==> src/rtl/dff_debounce_edge.sv <==
// dff_debounce_edge: synchronize and debounce one raw input into a clean level, edge pulses and a rise counter
module dff_debounce_edge #(
    parameter int STABLE_CYCLES = 4,
    parameter int CNT_W         = 8
) (
    input  logic             clk,
    input  logic             rstb,
    input  logic             d_in,
    input  logic             clr_cnt,
    output logic             q,
    output logic             rise,
    output logic             fall,
    output logic [CNT_W-1:0] cnt
);
    localparam int TW = $clog2(STABLE_CYCLES);
    localparam logic [TW-1:0] T_LAST = TW'(STABLE_CYCLES - 1);

    typedef enum logic [1:0] {LOW, LOW_PEND, HIGH, HIGH_PEND} state_t;

    state_t          state_q, state_d;
    logic [TW-1:0]   timer_q, timer_d;
    logic            s1_q, s2_q;
    logic            lvl_q, lvl_d;
    logic            rise_q, rise_d;
    logic            fall_q, fall_d;
    logic [CNT_W-1:0] cnt_q, cnt_d;

    always_comb begin
        state_d = state_q;
        timer_d = '0;
        lvl_d   = lvl_q;
        rise_d  = 1'b0;
        fall_d  = 1'b0;
        case (state_q)
            LOW:
                if (s2_q) begin
                    state_d = LOW_PEND;
                    timer_d = TW'(1);
                end
            LOW_PEND:
                if (!s2_q) state_d = LOW;
                else if (timer_q == T_LAST) begin
                    state_d = HIGH;
                    lvl_d   = 1'b1;
                    rise_d  = 1'b1;
                end else timer_d = timer_q + TW'(1);
            HIGH:
                if (!s2_q) begin
                    state_d = HIGH_PEND;
                    timer_d = TW'(1);
                end
            HIGH_PEND:
                if (s2_q) state_d = HIGH;
                else if (timer_q == T_LAST) begin
                    state_d = LOW;
                    lvl_d   = 1'b0;
                    fall_d  = 1'b1;
                end else timer_d = timer_q + TW'(1);
            default: state_d = LOW;
        endcase
        // a clear coinciding with a rise still counts that rise
        cnt_d = (clr_cnt ? '0 : cnt_q) + CNT_W'(rise_d);
    end

    always_ff @(posedge clk or negedge rstb) begin
        if (!rstb) begin
            state_q <= LOW;
            timer_q <= '0;
            s1_q    <= 1'b0;
            s2_q    <= 1'b0;
            lvl_q   <= 1'b0;
            rise_q  <= 1'b0;
            fall_q  <= 1'b0;
            cnt_q   <= '0;
        end else begin
            state_q <= state_d;
            timer_q <= timer_d;
            s1_q    <= d_in;
            s2_q    <= s1_q;
            lvl_q   <= lvl_d;
            rise_q  <= rise_d;
            fall_q  <= fall_d;
            cnt_q   <= cnt_d;
        end
    end

    assign q    = lvl_q;
    assign rise = rise_q;
    assign fall = fall_q;
    assign cnt  = cnt_q;
endmodule

==> config.mk <==
export PLATFORM = sky130hd
export DESIGN_NAME = dff_debounce_edge
export DESIGN_NICKNAME = d
export VERILOG_FILES = /design/src/rtl/dff_debounce_edge.sv
export SDC_FILE = /design/constraint.sdc
export NUM_CORES = 1
export LEC_CHECK = 0
export BUFFER_PORTS_ARGS = -buffer_cell sky130_fd_sc_hd__buf_2
export CAP_MARGIN = 5
export CORE_UTILIZATION = 25
export CTS_CLUSTER_SIZE = 24
export DETAILED_ROUTE_END_ITERATION = 8
export SYNTH_ARGS = -nofsm -noshare
export SYNTH_HDL_FRONTEND = slang
export SYNTH_SLANG_ARGS = --single-unit
==> constraint.sdc <==
create_clock -name clk -period 4.65 [get_ports clk]
set_input_delay 0.465 -clock clk [delete_from_list [all_inputs] [get_ports clk]]
set_output_delay 0.465 -clock clk [all_outputs]
set_load 0.03 [all_outputs]
==> results of run 1 <==
## routing by layer
layer  GRT usage [%]  part of all wire [%]  wire, um  vias to the layer above
li1                -                     -         -                      232
met1            11.3                    44       515                      231
met2            16.3                    50       583                       11
met3            5.08                   6.1        71                        0
met4            2.56                     0         0                        0
met5               0                     0         0                        -
## where the power goes
group	switching (mW)	leakage, nW	internal [mW]
combinational	0.0233	0.150	0.0182
clock	0.0428	0.0150	0.0333
sequential	0.0162	0.222	0.167
## registers in the layout, indices dropped and copies added (netlist names), named ones only
signal,flops
cnt,8
s1_q,1
s2_q,1
fall,1
rise,1
q,1
state_q,1
timer_q,2
## worst max-delay path by stage
stage	from	end	slack, ns	cells after the start
2_1_floorplan	timer_q[0]	cnt[6]	2.75	8
3_3_place_gp	timer_q[0]	cnt[6]	2.62	8
3_5_place_dp	timer_q[0]	cnt[6]	2.56	8
4_1_cts	timer_q[0]	cnt[6]	2.53	8
5_1_grt	timer_q[0]	cnt[6]	2.37	8
6_report	timer_q[0]	cnt[6]	2.56	8
## cell type report
cell class / instances / area [um^2] / share of cell area [%]
Clock buffer: 4 / 26.3 / 3.24
Multi-Input combinational cell: 39 / 253 / 31.1
Sequential cell: 17 / 425 / 52.4
Timing Repair Buffer: 14 / 70.1 / 8.63
Tap cell: 30 / 37.5 / 4.62
## cell families after synthesis
group | Yosys count | share of synthesized area (%)
multiplexers | 1 | 1.66
AO/OA/AOI/OAI | 10 | 8.30
adder cells (fa/ha/maj) | 3 | 5.54
XOR/XNOR | 4 | 5.17
AND/OR/NAND/NOR | 21 | 16.6
flip-flops | 17 | 62.7
## cell usage in the layout (no fill, tap or decap)
cell type / count
o21ai_0: 3
xor2_1: 2
nor2b_1: 2
a21oi_1: 5
nand3_2: 1
clkbuf_4: 3
dfrtp_1: 17
nand2_1: 4
xnor2_1: 2
o21bai_1: 1
nor3b_1: 1
nand4_1: 1
mux2_2: 1
ha_1: 3
clkbuf_1: 1
nor2_1: 4
or2b_1: 1
or3_1: 3
buf_2: 14
a22o_1: 1
nand3_1: 4
## per-stage QoR
stage	util (%)	hold slack (ns)	std cells	instance area (um^2)	power (mW)
2_1_floorplan	-	0.169	56	678	0.213
3_3_place_gp	31.2	0.333	100	786	0.225
3_5_place_dp	31.2	0.340	100	786	0.229
4_1_cts	32.2	0.0894	104	812	0.308
5_1_grt	32.2	0.101	104	812	0.325
6_report	32.2	0.0801	104	812	0.301
## critical path, cell delays in order (launching register included)
cell and delay (ns):
dfrtp_1 0.36, ha_1 0.19, nand2_1 0.10, nor3b_1 0.26, ha_1 0.27, ha_1 0.23, nand3_2 0.12, or3_1 0.36
a21oi_1 0.14
==> results.sh, run 1 <==
export IMPL_synthTopCellsByCount="dfrtp_1 (17), a21oi_1 (5), nand2_1 (4), nand3_1 (4), nor2_1 (4)"
export IMPL_grt_max_degree=18
export IMPL_critPathCaptureType="register"
export IMPL_drt_total_wl_um=1170
export IMPL_ir_worst_vdd_v=0.000164
export IMPL_synth_ff_type="dfrtp_1"
export IMPL_clockBufferDepth=2
export IMPL_worst_slack_ns=2.56
export IMPL_p_per_area_nw_per_um2=371
export IMPL_cts_max_level=1
export IMPL_ys_warn_count=0
export IMPL_async_reset_ff_share_pct=100
export IMPL_synth_area_leaders="dfrtp_1 (63%), ha_1 (5.5%), a21oi_1 (3.7%)"
export IMPL_critPathKind="reg -> reg"
export IMPL_synth_cell_types=18
export IMPL_vias_per_cell=4.56
export IMPL_cts_tree="done"
export IMPL_r2r_start="timer_q[0]"
export IMPL_hpwl_um=879
export IMPL_cts_resized=0
export IMPL_ys_ff_latch=17
export IMPL_numCtsBuffers=3
export IMPL_syn_num_nets=63
export IMPL_die_area_um2=2920
export IMPL_drc=0
export IMPL_worst_slew_pin_transition_ns=0.368
export IMPL_first_pass_iters=2
export IMPL_grt_remaining_overflow=0
export IMPL_nNetsFinal=82
export IMPL_antenna_left=0
export IMPL_vias=474
export IMPL_maxCapViolCount=0
export IMPL_clk_pin_slew_worst_paths_ns=0.09
export IMPL_die_w_um=54.1
export IMPL_ff2ff_setup_slack_ns=2.56
export IMPL_status="completed"
export IMPL_clk_latency_ns=0.28
export IMPL_synth_edf_count=0
export IMPL_p_leak_nw=0.386
export IMPL_synth_top_area_cell="dfrtp_1"
export IMPL_path_max_fanout=4
export IMPL_fmax_mhz=478
export IMPL_r2r_end="cnt[6]"
export IMPL_die_h_um=54.1
export IMPL_n_fill_cell=266
export IMPL_gp_congestion=0.760
export IMPL_diodes=0
export IMPL_antenna_found_initial=0
export IMPL_synth_top_area_share_pct=62.7
export IMPL_wl_per_cell_um=11.3
export IMPL_r2r_cells=8
export IMPL_synth_most_common_cell="dfrtp_1"
export IMPL_rows=18
export IMPL_fin_crit_sh_pct=45.0
export IMPL_crit_path_start_kind="register"
export IMPL_slew_headroom_pct=75.5
export IMPL_slew_violations=0
export IMPL_pre_cts_slack_ns=2.56
export IMPL_grt_pass1_wl_um=1970
export IMPL_io_buffer_count=14
export IMPL_drt_iter0_markers=2
export IMPL_required_ns=4.87
export IMPL_setup_tns_ns=0
export IMPL_finClkSkew_ns=0.00679
export IMPL_cts_root_buf="clkbuf_4"
export IMPL_critPathArrivalTime_ns=2.31
export IMPL_drive_gt1_share_pct=25.7
export IMPL_grt_pass1_vias=456
export IMPL_syn_to_final_growth_pct=19.7
export IMPL_cts_hold_buf=0
export IMPL_coreArea_um2=2520
export IMPL_rsz0062_at_grt="no"
export IMPL_netlist_area_um2=678
export IMPL_yosysSeqAreaShare_pct=62.7
export IMPL_setup_viol=0
export IMPL_fin_crit_ns=2.09
export IMPL_final_hold_viol_count=0
export IMPL_ios=15
export IMPL_cts_sinks=17
export IMPL_track_usage_pct=9.89
export IMPL_syn_area_per_cell_um2=12.1
export IMPL_syn_inst=56
export IMPL_start_util_pct=26.9
export IMPL_holdCritPathClass="in -> async"
export IMPL_post_cts_buffers=0
No activity file was read; power rests on OpenSTA's default activity.
==> run 2: changes to the inputs <==
==> constraint.sdc (replaced) <==
create_clock -name clk -period 1.7 [get_ports clk]
set_input_delay 0.17 -clock clk [delete_from_list [all_inputs] [get_ports clk]]
set_output_delay 0.17 -clock clk [all_outputs]
set_load 0.03 [all_outputs]
==> run 2 against run 1 <==
The flow now finishes with violations (negative setup slack). Final area rose by 22%. Fmax is 16% higher. Critical path type unchanged. Die area unchanged. Largest power group unchanged.
==> results.sh, run 2 (synthesis results as in run 1) <==
export IMPL_die_area_um2=2920
export IMPL_coreArea_um2=2520
export IMPL_crit_path_start_kind="register"
export IMPL_final_hold_viol_count=0
export IMPL_die_w_um=54.1
export IMPL_setup_tns_ns=-0.175
export IMPL_cts_root_buf="clkbuf_4"
export IMPL_pre_cts_slack_ns=-0.120
export IMPL_drive_gt1_share_pct=47.2
export IMPL_antenna_left=0
export IMPL_syn_to_final_growth_pct=45.9
export IMPL_worst_slew_pin_transition_ns=0.380
export IMPL_track_usage_pct=9.83
export IMPL_holdCritPathClass="in -> reg"
export IMPL_drt_total_wl_um=1240
export IMPL_fmax_mhz=553
export IMPL_final_cell_mix="dfrtp_1 (17), buf_2 (14), buf_4 (13)"
export IMPL_wl_per_cell_um=10.4
export IMPL_fin_crit_ns=1.81
export IMPL_finClkSkew_ns=0.00359
export IMPL_setup_viol=3
export IMPL_status="complete, but fails checks"
export IMPL_ff2ff_setup_slack_ns=-0.11
export IMPL_violations="negative setup slack"
export IMPL_io_buffer_count=14
export IMPL_cts_sinks=17
export IMPL_whs_ns=0.123
export IMPL_busiest_layer="met2"
export IMPL_vias_per_cell=4.33
export IMPL_required_ns=1.93
export IMPL_grt_pass1_wl_um=2020
export IMPL_largest_register_ffs=8
export IMPL_numCtsBuffers=3
export IMPL_critPathKind="reg -> reg"
export IMPL_cts_tree="done"
export IMPL_layout_commonest_cell="dfrtp_1"
export IMPL_clk_pin_slew_worst_paths_ns=0.10
export IMPL_r2r_start="timer_q[0]"
export IMPL_grtUsageMet2_pct=15.4
export IMPL_nNetsFinal=97
export IMPL_antenna_found_initial=0
export IMPL_path_max_fanout=4
export IMPL_slew_headroom_pct=74.6
export IMPL_slew_violations=0
export IMPL_worst_slack_ns=-0.109
export IMPL_grt_max_degree=18
export IMPL_ios=15
export IMPL_gr_usage_met1_pct=12.0
export IMPL_cp_endpoint="cnt[6]"
export IMPL_start_util_pct=26.9
export IMPL_clk_latency_ns=0.29
export IMPL_clockBufferDepth=2
export IMPL_critPathCaptureType="register"
export IMPL_first_pass_iters=4
export IMPL_grt_pass1_vias=484
export IMPL_r2r_end="cnt[6]"
export IMPL_r2r_cells=8
export IMPL_fin_crit_sh_pct=106
export IMPL_rows=18
export IMPL_gp_congestion=0.652
export IMPL_maxCapViolCount=0
export IMPL_p_leak_nw=0.464
export IMPL_grt_use_met3_pct=5.65
export IMPL_rsz0062_at_grt="yes"
export IMPL_diodes=0
export IMPL_critPathArrivalTime_ns=2.04
export IMPL_p_per_area_nw_per_um2=912
export IMPL_utilization_pct=39.2
export IMPL_vias=515
export IMPL_drc=0
export IMPL_grt_remaining_overflow=0
export IMPL_critPathLaunch="timer_q[0]"
export IMPL_placedCellCount=108
export IMPL_cts_max_level=1
export IMPL_ir_worst_vdd_v=0.000643
export IMPL_hpwl_um=888
export IMPL_final_cells=119
export IMPL_drt_iter0_markers=3
export IMPL_die_h_um=54.1
## run 2: repair_timing
action,CTS,global route
setup endpoints to repair,4,4
hold buffers,2,0
gates resized for setup,0,7
pin swaps,3,5
hold endpoints to repair,18,0
setup buffers,3,2
## run 2: area by class of cell
class                           instances  area (um^2)
Timing Repair Buffer                   29          188
Tap cell                               30         37.5
Clock inverter                          1         5.00
Multi-Input combinational cell         39          312
Fill cell                             243         1530
Sequential cell                        17          425
Clock buffer                            3         22.5
## run 2: through the flow
stage / cell area, um^2 / power [mW]
2_1_floorplan: 703 / 0.592
3_5_place_dp: 871 / 0.683
4_1_cts: 941 / 0.913
3_3_place_gp: 871 / 0.675
6_report: 990 / 0.903
5_1_grt: 990 / 0.970
## run 2: worst min path at each step
stage               slack (ns)         to    start  cells past startpoint
finish                    0.12     cnt[6]  clr_cnt                      2
CTS                       0.12     cnt[6]  clr_cnt                      2
detailed placement        0.12          q     rstb                      1
global route              0.12     cnt[6]  clr_cnt                      2
floorplan                -0.13  async pin     rstb                      0
global placement          0.11          q     rstb                      1
## run 2: worst max-delay path, cell delays in order, from the launching register on
cell,delay (ns)
dfrtp_1,0.37
ha_2,0.19
nand2_2,0.08
nor3b_4,0.26
ha_4,0.20
ha_4,0.13
nand3_2,0.08
or3_4,0.34
a21oi_2,0.11
## run 2: report_power, final
part           switching (mW)  leakage (nW)  internal, mW  total (mW)
clock network           0.127        0.0177        0.0874       0.214
registers              0.0318         0.222         0.457       0.489
logic                  0.0961         0.225         0.104       0.200
## run 2: metal layers
layer  up-vias  wire length (um)
li1        263                 -
met1       241               551
met2        11               601
met3         0                82
met4         0                 0
met5         -                 0
